[config.mk]
export PLATFORM = sky130hd
export DESIGN_NAME = exe_div_unit_flat
export DESIGN_NICKNAME = d
export VERILOG_FILES = /design/src/rtl/exe_div_unit_pkg.sv /design/src/rtl/exe_div_unit_if.sv /design/src/rtl/exe_div_unit_div_step.sv /design/src/rtl/exe_div_unit.sv /design/src/flat_wrapper.sv
export SDC_FILE = /design/constraint.sdc
export NUM_CORES = 1
export LEC_CHECK = 0
export ABC_AREA = 1
export BUFFER_PORTS_ARGS = -buffer_cell sky130_fd_sc_hd__buf_2
export CORE_ASPECT_RATIO = 0.75
export CORE_MARGIN = 2
export CORE_UTILIZATION = 30
export DETAILED_ROUTE_END_ITERATION = 12
export SLEW_MARGIN = 20
export SYNTH_ARGS = -nofsm -noshare
export SYNTH_HDL_FRONTEND = slang
export SYNTH_HIERARCHICAL = 1
export SYNTH_SLANG_ARGS = --single-unit
[constraint.sdc]
create_clock -name clock -period 2 [get_ports clock]
set_input_delay 0.2 -clock clock [delete_from_list [all_inputs] [get_ports clock]]
set_output_delay 0.2 -clock clock [all_outputs]
set_load 0.1 [all_outputs]
[src/rtl/exe_div_unit_pkg.sv]
// Shared encodings and widths for the E-stage iterative divider.
// Imported by the interface, the FSM top and the step datapath.
package exe_div_unit_pkg;

    localparam int DATA_W = 32;
    localparam int CNT_W  = 5;

    // isDivE encodings; 2'b11 is treated the same as DIV_NONE
    localparam logic [1:0] DIV_NONE     = 2'b00;
    localparam logic [1:0] DIV_SIGNED   = 2'b01;
    localparam logic [1:0] DIV_UNSIGNED = 2'b10;

    typedef enum logic [1:0] {
        IDLE = 2'b00,
        BUSY = 2'b01,
        SIGN = 2'b10,
        DONE = 2'b11
    } divState_t;

endpackage

[src/rtl/exe_div_unit_if.sv]
// E-stage <-> divider signal bundle; master is the pipeline side, slave is the divider.
interface exe_div_unit_if;
    import exe_div_unit_pkg::*;

    logic [1:0]        isDivE;
    logic [DATA_W-1:0] SrcAE;
    logic [DATA_W-1:0] SrcBE;
    logic              ExtStallE;
    logic              CancelE;
    logic              DivStallE;
    logic              DivDoneE;
    logic [DATA_W-1:0] HiResultE;
    logic [DATA_W-1:0] LoResultE;

    modport master (
        output isDivE, SrcAE, SrcBE, ExtStallE, CancelE,
        input  DivStallE, DivDoneE, HiResultE, LoResultE
    );

    modport slave (
        input  isDivE, SrcAE, SrcBE, ExtStallE, CancelE,
        output DivStallE, DivDoneE, HiResultE, LoResultE
    );

endinterface

[src/rtl/exe_div_unit_div_step.sv]
// One restoring shift-subtract iteration on a {remainder, quotient} accumulator.
// The dividend is shifted in from the low half while quotient bits fill in behind it.
module div_step
    import exe_div_unit_pkg::*;
(
    input  logic [2*DATA_W-1:0] acc,
    input  logic [DATA_W-1:0]   divisor,
    output logic [2*DATA_W-1:0] accNext
);

    logic [DATA_W:0]   hiShift;
    logic [DATA_W-1:0] remNext;
    logic              geq;

    // The shifted remainder needs one extra bit before the trial subtraction
    always_comb begin
        hiShift = acc[2*DATA_W-1:DATA_W-1];
        geq     = hiShift >= {1'b0, divisor};
        remNext = geq ? (hiShift[DATA_W-1:0] - divisor) : hiShift[DATA_W-1:0];
        accNext = {remNext, acc[DATA_W-2:0], geq};
    end

endmodule

[src/rtl/exe_div_unit.sv]
// Multi-cycle signed/unsigned 32-bit divider for the E stage: 34-cycle stall,
// magnitude restoring division, then a sign fixup cycle before results are presented.
module exe_div_unit
    import exe_div_unit_pkg::*;
(
    input  logic           clock,
    input  logic           reset,
    exe_div_unit_if.slave  bus
);

    divState_t                state, stateNext;
    logic [CNT_W-1:0]         cnt;
    logic [2*DATA_W-1:0]      acc, accNext;
    logic [DATA_W-1:0]        divisorMag, dividendRaw;
    logic [DATA_W-1:0]        hiRes, loRes, hiFix, loFix;
    logic [DATA_W-1:0]        magA, magB;
    logic                     qNeg, rNeg, divZero;
    logic                     isSigned, reqValid, startDiv;
    logic signed [DATA_W-1:0] srcASgn, srcBSgn;

    function automatic logic [DATA_W-1:0] negate(input logic [DATA_W-1:0] v);
        return ~v + DATA_W'(1);
    endfunction

    always_comb begin
        isSigned = bus.isDivE == DIV_SIGNED;
        reqValid = (bus.isDivE == DIV_SIGNED) || (bus.isDivE == DIV_UNSIGNED);
        srcASgn  = bus.SrcAE;
        srcBSgn  = bus.SrcBE;
        // 0x80000000 negates to itself, which is the correct unsigned magnitude
        magA     = (isSigned && srcASgn < 0) ? negate(bus.SrcAE) : bus.SrcAE;
        magB     = (isSigned && srcBSgn < 0) ? negate(bus.SrcBE) : bus.SrcBE;
    end

    div_step uStep (
        .acc     (acc),
        .divisor (divisorMag),
        .accNext (accNext)
    );

    always_ff @(posedge clock or negedge reset) begin
        if (!reset) state <= IDLE;
        else        state <= stateNext;
    end

    always_comb begin
        stateNext = state;
        if (bus.CancelE) begin
            stateNext = IDLE;
        end else begin
            case (state)
                IDLE:    if (reqValid) stateNext = BUSY;
                BUSY:    if (cnt == CNT_W'(DATA_W-1)) stateNext = SIGN;
                SIGN:    stateNext = DONE;
                DONE:    if (!bus.ExtStallE) stateNext = IDLE;
                default: stateNext = IDLE;
            endcase
        end
    end

    // Stall is combinational so the hazard unit holds E in the detect cycle itself
    always_comb begin
        startDiv      = 1'b0;
        bus.DivStallE = 1'b0;
        bus.DivDoneE  = 1'b0;
        if (reset && !bus.CancelE) begin
            case (state)
                IDLE: begin
                    startDiv      = reqValid;
                    bus.DivStallE = reqValid;
                end
                BUSY, SIGN: bus.DivStallE = 1'b1;
                DONE:       bus.DivDoneE  = 1'b1;
                default: ;
            endcase
        end
    end

    // Divide-by-zero skips sign fixup: all-ones quotient and the raw dividend
    always_comb begin
        if (divZero) begin
            loFix = '1;
            hiFix = dividendRaw;
        end else begin
            loFix = qNeg ? negate(acc[DATA_W-1:0]) : acc[DATA_W-1:0];
            hiFix = rNeg ? negate(acc[2*DATA_W-1:DATA_W]) : acc[2*DATA_W-1:DATA_W];
        end
    end

    always_ff @(posedge clock or negedge reset) begin
        if (!reset) begin
            cnt         <= '0;
            acc         <= '0;
            divisorMag  <= '0;
            dividendRaw <= '0;
            qNeg        <= 1'b0;
            rNeg        <= 1'b0;
            divZero     <= 1'b0;
            hiRes       <= '0;
            loRes       <= '0;
        end else begin
            if (startDiv) begin
                acc         <= {{DATA_W{1'b0}}, magA};
                divisorMag  <= magB;
                dividendRaw <= bus.SrcAE;
                qNeg        <= isSigned && (bus.SrcAE[DATA_W-1] ^ bus.SrcBE[DATA_W-1]);
                rNeg        <= isSigned && bus.SrcAE[DATA_W-1];
                divZero     <= bus.SrcBE == '0;
                cnt         <= '0;
            end else if (state == BUSY && !bus.CancelE) begin
                acc <= accNext;
                cnt <= cnt + CNT_W'(1);
            end
            // Result registers only move on a completed, uncancelled SIGN cycle
            if (state == SIGN && !bus.CancelE) begin
                hiRes <= hiFix;
                loRes <= loFix;
            end
        end
    end

    assign bus.HiResultE = hiRes;
    assign bus.LoResultE = loRes;

endmodule

[src/flat_wrapper.sv]
// flat-port wrapper written by rule: the top's interface ports become plain ports
module exe_div_unit_flat import exe_div_unit_pkg::*;
  (clock, reset, bus_isDivE, bus_SrcAE, bus_SrcBE, bus_ExtStallE, bus_CancelE, bus_DivStallE, bus_DivDoneE, bus_HiResultE, bus_LoResultE);
  exe_div_unit_if bus_i ();
  input  logic clock;
  input  logic reset;
  input wire logic [$bits(bus_i.isDivE)-1:0] bus_isDivE;
  input wire logic [$bits(bus_i.SrcAE)-1:0] bus_SrcAE;
  input wire logic [$bits(bus_i.SrcBE)-1:0] bus_SrcBE;
  input wire logic [$bits(bus_i.ExtStallE)-1:0] bus_ExtStallE;
  input wire logic [$bits(bus_i.CancelE)-1:0] bus_CancelE;
  output wire logic [$bits(bus_i.DivStallE)-1:0] bus_DivStallE;
  output wire logic [$bits(bus_i.DivDoneE)-1:0] bus_DivDoneE;
  output wire logic [$bits(bus_i.HiResultE)-1:0] bus_HiResultE;
  output wire logic [$bits(bus_i.LoResultE)-1:0] bus_LoResultE;
  assign bus_i.isDivE = bus_isDivE;
  assign bus_i.SrcAE = bus_SrcAE;
  assign bus_i.SrcBE = bus_SrcBE;
  assign bus_i.ExtStallE = bus_ExtStallE;
  assign bus_i.CancelE = bus_CancelE;
  assign bus_DivStallE = bus_i.DivStallE;
  assign bus_DivDoneE = bus_i.DivDoneE;
  assign bus_HiResultE = bus_i.HiResultE;
  assign bus_LoResultE = bus_i.LoResultE;
  exe_div_unit u_core (.clock(clock), .reset(reset), .bus(bus_i));
endmodule
# --- Yosys cells after proc, flatten, opt, wreduce, memory -nomap -nowiden ---
# Cells that the tools add are included.
word_totals:
  word_cells: 69
  reg_bits: 202
classes:
  n_eq_ne: 9
  n_addsub: 6
  bitwise_logic: 5
  order_cmp: 3
  muxes: 22
  n_reduce_logical: 14
op_table:
  columns: ["op", "n"]
  rows:
  - ["$mux 32", 7]
  - ["$add 32x1->32 const B", 4]
  - ["$mux 64", 2]
  - ["$not 32->32", 4]
  - ["$lt 32x1->1 const B", 2]
  - ["$ge 33x32->1", 1]
  - ["$logic_not 32->1", 1]
  - ["$sub 32x32->32", 1]
  - ["$mux 5", 2]
  - ["$mux 2", 4]
  - ["$pmux 2 s4", 1]
  - ["$logic_and 1x1->1", 7]
  - ["$eq 2x2->1 const B", 3]
  - ["$ne 3x2->1 const B", 2]
  - ["$add 5x1->5 const B", 1]
  - ["$eq 5x5->1 const B", 1]
  - ["$mux 1", 5]
  - ["$eq 2x1->1 const B", 2]
  - ["$ne 3x3->1 const B", 1]
  - ["$reduce_and 3->1", 1]
  - ["$logic_not 2->1", 1]
  - ["$pmux 1 s2", 1]
  - ["$reduce_bool 2->1", 1]
  - ["$reduce_or 2->1", 1]
  - ["other kinds (3)", 3]

# --- Logic depth before layout (Yosys ltp) ---
# Gate-level depths: netlist of run 1.
logic_depth:
  word_depth: 5
  mapped_depth: 18
  mapped_depth_nobuf: 16

# --- By module ---
# Netlist of run 1, hierarchy kept.
by_module_without_submodules:
  columns: ["mod", "cells_per_inst", "instances", "seq_area_each_um2", "area_each_um2"]
  rows:
  - ["exe_div_unit", 1710, 1, 5054.8, 11984.0]
  - ["div_step", 682, 1, 0.0, 3429.5]

# --- Least setup slack after synthesis of run 1 ---
# OpenSTA, ideal clock, no wires.
synth_timing:
  path_type: "register to output"
  startpoint: "register u_core.state[0]"
  endpoint: "output port bus_DivStallE"
  arrival_ps: 2103
  n_path_buf: 0
  path_slack_ps: -303
  stages_incl_launch_ff: 7
  required_ps: 1800
  path_cell_list: "dfrtp_1 > inv_1 > ha_1 > inv_1 > nor2_2 > o21ai_0 > nor2_1"
synth_between:
  elab_chain_len: 4
  elab_cells_between_ends: 6
synth_lines:
  columns: ["element", "line_no", "rtl"]
  rows:
  - ["start: declaration", "exe_div_unit.sv:11", "divState_t state, stateNext;"]
  - ["start signal: assignment", "exe_div_unit.sv:43", "else state <= stateNext;"]
  - ["$eq 2x2->1 / $eq 2x1->1 (equally long branches)", "exe_div_unit.sv:67", "case (state)"]
  - ["$reduce_or 2->1", "exe_div_unit.sv:67", null]
  - ["$pmux 1 s2 (*)", "exe_div_unit.sv:67", null]
  - ["$mux 1 (*)", "exe_div_unit.sv:66", "if (reset && !bus.CancelE) begin"]
  - ["end: declaration", "flat_wrapper.sv:12", "output wire logic [$bits(bus_i.DivStallE)-1:0] bus_DivStallE;"]
# Mark *: on every way between the ends. The rest lies on a longest branch, timed or not.

# --- Worst setup path after layout of run 1 ---
layout_timing:
  startpoint: "register u_core.acc[47]"
  endpoint: "register u_core.acc[54]"
layout_between:
  elab_chain_len: 4
  elab_cells_between_ends: 5
layout_lines:
  columns: ["element", "line_no", "rtl"]
  rows:
  - ["start: declaration", "exe_div_unit.sv:13", "logic [2*DATA_W-1:0] acc, accNext;"]
  - ["start signal: assignment", "exe_div_unit.sv:103", "acc <= {{DATA_W{1'b0}}, magA};"]
  - ["start signal: assignment", "exe_div_unit.sv:111", "acc <= accNext;"]
  - ["$sub 32x32->32 / $ge 33x32->1 (equally long branches)", "exe_div_unit_div_step.sv:19, exe_div_unit_div_step.sv:18", null]
  - ["$mux 32 (*)", "exe_div_unit_div_step.sv:19", "remNext = geq ? (hiShift[DATA_W-1:0] - divisor) : hiShift[DATA_W-1:0];"]
  - ["via u_core.accNext[54]", "exe_div_unit.sv:13", null]
  - ["$mux 64 (*)", "exe_div_unit.sv:110", "end else if (state == BUSY && !bus.CancelE) begin"]
  - ["$mux 64 (*)", "exe_div_unit.sv:102", "if (startDiv) begin"]
# The timed path passes the listed nets; every way through them passes the cells marked *. The select of a mux whose other input is x is not followed.
# A chain may end at the register's enable or synchronous reset.

==> metrics.md, run 1 <==
| Metric | Value |
|---|---|
| Status | `finished with violations` |
| Violations in the final reports | `setup timing` |
| Post-synth top cells | `nand2_1, inv_1, nand3_1` |
| Initial antenna violation count | `2` |
| FF/Latch Area | `5070 sq um` |
| First-pass GRT wire length | `93.0 mm` |
| Final setup fails | `33` |
| Ratio of final minimum period to clock period | `113%` |
| RSZ-0062 raised after global routing | `true` |
| Final min period | `2.26 ns` |
| Avg Cell Area, Syn | `6.44 sq um` |
| Yosys cell types | `45` |
| Filler instances | `5268` |
| Initial core utilization | `30.5%` |
| DRC Markers | `0` |
| Max Freq | `443 MHz` |
| Max_cap viols | `0` |
| Critical path arrival | `2.69 ns` |
| Number of core rows | `71` |
| CTS clock-pin slew for the worst setup and hold paths | `0.06 ns` |
| Largest area contributor in the netlist | `dfrtp_1` |
| Grt ovf | `0` |
| Share of the synthesized area in the top cell type | `32.8%` |
| Placement Setup Slack | `-0.411 ns` |
| Clk root buf | `clkbuf_16` |
| Synth async-reset ratio | `100%` |
| PnR worst setup slack | `-0.259 ns` |
| Worst-margin pin slew | `0.623 ns` |
| Hold Path Class | `input port to register` |
| Dpl hpwl | `45.7 mm` |
| Worst-path maximum fanout | `8` |
| CTS tree | `yes` |
| Synth Net Count | `2506` |
| Setup crit end kind | `register` |
| Io pins | `136` |
| Rel. slew slack | `58.4%` |
| Kind of critical path | `register to register` |
| WL/cell | `18.0 um` |
| Die area | `53200 sq um` |
| Max Slew Vio Count | `0` |
| Layout cells sized above 1 | `28.0%` |
| Clock sinks | `202` |
| Core Footprint | `50500 sq um` |
| Clock Path Buffers | `3` |
| Largest net degree at the start of global routing | `104` |
| Number of global-route vias before repair | `15700` |
| Multi-input combinational cell area | `9770 sq um` |
| Tot GR Track Use | `22.3%` |
| CP Launch Type | `register` |
| Total Wirelength | `61.8 mm` |
| H-tree depth | `1` |
| Final number of hold-violating endpoints | `0` |
| Synth Flop Type | `dfrtp_1` |
| Die Wd | `266 um` |
| Num CTS Buffers | `25` |
| Warning count from the yosys run | `6` |
| Die H | `200 um` |
| Cell with the most instances after synthesis | `nand2_1` |
| Via count | `17300` |
| Area Growth Syn to Fin | `37.7%` |
| Final Skew | `0.0260 ns` |
| Crit path required time | `2.43 ns` |
| Seq cells post-synth | `202` |
| Buffers on Ports | `135` |
| Cells after Synth | `2392` |
| Nets | `2872` |
| Synth top area cells | `dfrtp_1, nand2_1, nand3_1, inv_1, nor2_1` |
| Vias/cell | `5.05` |
| Routed Antenna Nets | `0` |
| Final RePlAce weighted congestion | `0.993` |
| Iteration-0 DRC Markers | `1833` |
| Post-synth EDFFs | `0` |
| Seq/Total Area, Yosys | `32.8%` |
| Mapped Area | `15400 sq um` |
| Skew-Pair Late Insertion Delay | `0.57 ns` |
| First-pass DRT Iterations | `8` |
cell families after synthesis:
kind of cell	count (synthesis)	synth area share, %
AOI/OAI and AO/OA	309	10.6
and+or+nand+nor	1344	37.9
xor gates and xnor gates	45	2.56
buffers and inverters	448	12.5
DFF	202	32.8
adders and majority gates	44	3.62
area by class of cell:
| type | count | area share (%) |
|---|---|---|
| diodes | 1 | 0.0118 |
| clock buffers | 31 | 3.24 |
| clock inverters | 14 | 0.648 |
| inverters | 337 | 5.98 |
| multi-input cells | 1748 | 46.0 |
| flip-flops and latches | 202 | 23.9 |
| well taps | 657 | 3.87 |
| repair buffers | 444 | 16.3 |
per-layer routing:
layer  up-vias  track usage, %  routed length (um)
met5         -               0                  11
li1       8341               -                   -
met3        94            4.88                6010
met2       768            30.9               24800
met1      8121            34.3               29300
met4         2            5.40                1680
cell usage in the layout (no fill, tap or decap), drive strengths merged, types with 12 or more instances in the layout:
cell type / netlist / routed
nand2: 727 / 733
buf: 83 / 411
inv: 336 / 338
nand3: 279 / 279
nor2: 260 / 260
dfrtp: 202 / 202
o21ai: 167 / 167
a21oi: 93 / 93
ha: 43 / 43
xor2: 40 / 40
dlygate4sd3: 0 / 32
clkbuf: 28 / 32
nand4: 27 / 27
nor3: 18 / 18
o22ai: 14 / 14
a31oi: 12 / 12
nand3b: 12 / 12
registers in the layout, indices dropped and copies added (netlist names):
name,count
u_core/acc,64
u_core/bus.HiResultE,32
u_core/bus.LoResultE,32
u_core/dividendRaw,32
u_core/divisorMag,32
u_core/cnt,5
u_core/state,2
u_core/divZero,1
u_core/qNeg,1
u_core/rNeg,1
repair_timing:
action                                 CTS  global route
pin swaps                               50            77
gates resized for setup                178           160
hold buffers                            33             0
buffers inserted                        20            26
endpoints found under the hold margin  197             0
cloned                                   7             3
setup endpoints to repair               51            69
final timing paths:
kind,startpoint,end,depth (start not counted),slack (ns)
setup / recovery,u_core/acc[47],u_core/acc[54],15,-0.26
hold / removal,bus_SrcAE[6],u_core/dividendRaw[6],3,0.02
setup reg to reg,u_core/acc[47],u_core/acc[54],15,-0.26
hold reg to reg,u_core/bus.HiResultE[10],u_core/bus.HiResultE[10],2,0.47
max in group asynchronous,reset,u_core/acc[47],4,1.03
min in group asynchronous,reset,u_core/acc[52],3,0.36
worst max-delay path, cell delays in order (launching register included):
cell     delay, ns
dfrtp_2       0.44
ha_4          0.31
nand2_2       0.07
nor2_2        0.17
nand2_2       0.10
nor2_4        0.14
nand2_1       0.08
nand2_2       0.09
nor2_4        0.05
buf_12        0.15
buf_8         0.14
buf_4         0.13
nand3_2       0.05
nand2_1       0.05
nand3_1       0.09
o21ai_1       0.07
through the flow:
step / util [%] / hold WS, ns / instance area, sq um / std cells / setup TNS [ns]
after floorplan: - / -0.0956 / 15400 / 2392 / 0
after global placement: 36.0 / 0.338 / 18200 / 3304 / -8.34
after detailed placement: 36.0 / 0.332 / 18200 / 3304 / -9.10
after CTS: 40.6 / 0.00102 / 20500 / 3407 / -4.35
after global routing: 42.1 / 0.00631 / 21200 / 3434 / -9.68
final: 42.1 / 0.0163 / 21200 / 3434 / -6.67
Power of run 1 is not shown: default switching activity piles up to over one toggle a cycle in this logic, so the estimate is an artifact.
==> inputs of run 2 (changes only) <==
--- a/config.mk
+++ b/config.mk
@@ -11,6 +11,7 @@
 export CORE_MARGIN = 2
 export CORE_UTILIZATION = 30
 export DETAILED_ROUTE_END_ITERATION = 12
+export SETUP_SLACK_MARGIN = 0.15
 export SLEW_MARGIN = 20
 export SYNTH_ARGS = -nofsm -noshare
 export SYNTH_HDL_FRONTEND = slang
==> run 2 against run 1 <==
Against the previous run: the run still ends with setup timing left; via count rose by 2.8%; count of clock-buffer cells in the layout rose by 2; fmax decreased by 1.7%; die area stayed put; global-route usage is 1.2 points higher; first-iteration DRC count rose by 6.8%; critical path depth up 1; routed wire length is 11% higher; hold slack got worse by 0.014 ns; sequential share of layout area fell by 1.8 points.
==> metrics.md, run 2 (synthesized netlist as in run 1, its figures left out) <==
| Metric | Value |
|---|---|
| Tot GR Track Use | `23.5% (+1.2 points)` |
| Status | `finished with violations` |
| Max stage delay on crit path | `0.44 ns (about the same)` |
| Crit-path cells | `ha_4 > nand2_2 > nor2_1 > buf_4 > nand3_1 > nor2_2 > nand2_1 > nand2_2 > nor2_4 > buf_4 > buf_6 > clkbuf_16 > nand3_1 > nand2_2 > nand3_1 > o21ai_1` |
| Hold Path Class | `input port to register` |
| Largest net degree at the start of global routing | `103 (-0.96%)` |
| DP Cell Count | `3311 (+0.21%)` |
| Worst-margin pin slew | `0.678 ns (+0.0549 ns)` |
| Initial antenna violation count | `1 (-1)` |
| Setup crit end kind | `register` |
| Worst R2R Setup Slack | `-0.30 ns (-0.04 ns)` |
| Number of global-route vias before repair | `16300 (+3.4%)` |
| Die area | `53200 sq um (unchanged)` |
| Total Wirelength | `68.5 mm (+11%)` |
| First-pass GRT wire length | `97.2 mm (+4.5%)` |
| Nets | `2909 (+1.3%)` |
| CTS tree | `yes` |
| Number of core rows | `71 (unchanged)` |
| First-pass DRT Iterations | `6 (-2)` |
| Clk root buf | `clkbuf_16` |
| Layout cells sized above 1 | `33.7% (+5.7 points)` |
| Final number of hold-violating endpoints | `0 (unchanged)` |
| Clock Path Buffers | `3 (unchanged)` |
| Worst hold start | `bus_SrcBE[3]` |
| Core Footprint | `50500 sq um (unchanged)` |
| Most common cell after layout, fill and taps aside | `nand2_1` |
| H-tree depth | `1 (unchanged)` |
| Routed Antenna Nets | `0 (unchanged)` |
| Num CTS Buffers | `25 (unchanged)` |
| Final RePlAce weighted congestion | `1.02 (+2.4%)` |
| CP Launch Type | `register` |
| Skew-Pair Late Insertion Delay | `0.58 ns (about the same)` |
| Iteration-0 DRC Markers | `1957 (+6.8%)` |
| Final min period | `2.30 ns (+0.0381 ns)` |
| Slowest CP cell | `dfrtp_1` |
| Reg2Reg Depth | `16 (+1)` |
| RSZ-0062 raised after global routing | `true` |
| Clock sinks | `202 (unchanged)` |
| Most flop-heavy register | `u_core/acc` |
| Placement Setup Slack | `-0.415 ns (-0.00426 ns)` |
| Rel. slew slack | `54.3% (-4.1 points)` |
| Worst-path maximum fanout | `7 (-1)` |
| DRC Markers | `0 (unchanged)` |
| Dpl hpwl | `49.9 mm (+9.1%)` |
| Ratio of final minimum period to clock period | `115% (+1.9 points)` |
| Final std cells w/o fill | `3470 (+1.0%)` |
| Area Growth Syn to Fin | `48.8%` |
| Hold path depth | `3 (unchanged)` |
| Die Wd | `266 um (unchanged)` |
| Critical path arrival | `2.76 ns (+0.07 ns)` |
| Max Freq | `435 MHz (-1.7%)` |
| Io pins | `136 (unchanged)` |
| Via count | `17800 (+2.8%)` |
| Most frequent cells in the layout | `nand2_1, inv_1, buf_4` |
| Max Slew Vio Count | `0 (unchanged)` |
| Vias/cell | `5.13 (+1.7%)` |
| Final setup fails | `48 (+45%)` |
| Kind of critical path | `register to register` |
| Die H | `200 um (unchanged)` |
| Grt ovf | `0 (unchanged)` |
| Ant. Diodes | `0 (-1)` |
| Worst r2r dst | `u_core/acc[42]` |
| Final Skew | `0.0413 ns (+0.0153 ns)` |
| Crit path required time | `2.47 ns (+0.04 ns)` |
| WL/cell | `19.7 um (+9.7%)` |
| Filler instances | `5105 (-3.1%)` |
| CTS clock-pin slew for the worst setup and hold paths | `0.06 ns (about the same)` |
| Max_cap viols | `0 (unchanged)` |
| Largest register FFs | `64 (unchanged)` |
| Hold Path Sink | `u_core/divisorMag[3]` |
| Initial core utilization | `30.5% (unchanged)` |
| Violations in the final reports | `setup timing` |
| Critical R2R Launch | `u_core/acc[58]` |
| Buffers on Ports | `135 (unchanged)` |
| Critical path buffer and inverter count | `4 (+1)` |
| PnR worst setup slack | `-0.297 ns (-0.0381 ns)` |
| Fin util | `45.5% (+3.4 points)` |
| Top delay family on crit path | `simple AND/OR/NAND/NOR gates` |
run 2: repair_timing:
action,in CTS,in global routing
buffers inserted,20,31
pin swaps,28,109
resized for setup,199,395
hold endpoints to repair,239,1
hold buffers,35,1
setup endpoints to repair,104,128
gates cloned,3,24
run 2: routing by layer:
metal | track usage (%) | up-vias | wire, um
met5 | 0 | - | 10
met4 | 4.80 | 2 | 1480
met3 | 4.82 | 93 | 6230
met2 | 32.4 | 739 | 27000
met1 | 37.0 | 8544 | 33800
li1 | - | 8426 | -
run 2: cell type report:
type,count,area [sq um],area share (%)
Clock inverter,12,164,0.715
Sequential cell,202,5070,22.1
Tap cell,657,822,3.58
Timing Repair Buffer,485,4430,19.3
Multi-Input combinational cell,1743,10400,45.5
Clock buffer,33,706,3.08
Inverter,337,1290,5.64
Timing Repair inverter,1,5.00,0.0218
run 2: tightest hold or removal path: cells and delay by family:
| family | cells | cell delay (ns) |
|---|---|---|
| AO/OA/AOI/OAI | 1 | 0.13 |
| XOR/XNOR | 1 | 0.10 |
| buffers and inverters | 1 | 0.12 |
run 2: how the worst max path moves through the flow:
stage | cells past startpoint | to | startpoint
2_1_floorplan | 16 | u_core/acc[0] | u_core/acc[33]
3_3_place_gp | 12 | u_core/acc[32] | u_core/divisorMag[28]
3_5_place_dp | 13 | u_core/acc[44] | u_core/acc[31]
4_1_cts | 13 | u_core/acc[44] | u_core/acc[31]
5_1_grt | 16 | u_core/acc[50] | u_core/divisorMag[19]
6_report | 16 | u_core/acc[42] | u_core/acc[58]
run 2: metrics by stage:
stage          instance area, sq um  setup TNS, ns  hold slack (ns)
2_1_floorplan                 15800              0          -0.0956
3_3_place_gp                  18700         -12.33            0.389
3_5_place_dp                  18700         -12.13            0.394
4_1_cts                       20800          -5.97          0.00170
5_1_grt                       22900         -14.48           0.0144
6_report                      22900          -9.34          0.00245
Power of run 2 is left out for the same reason.
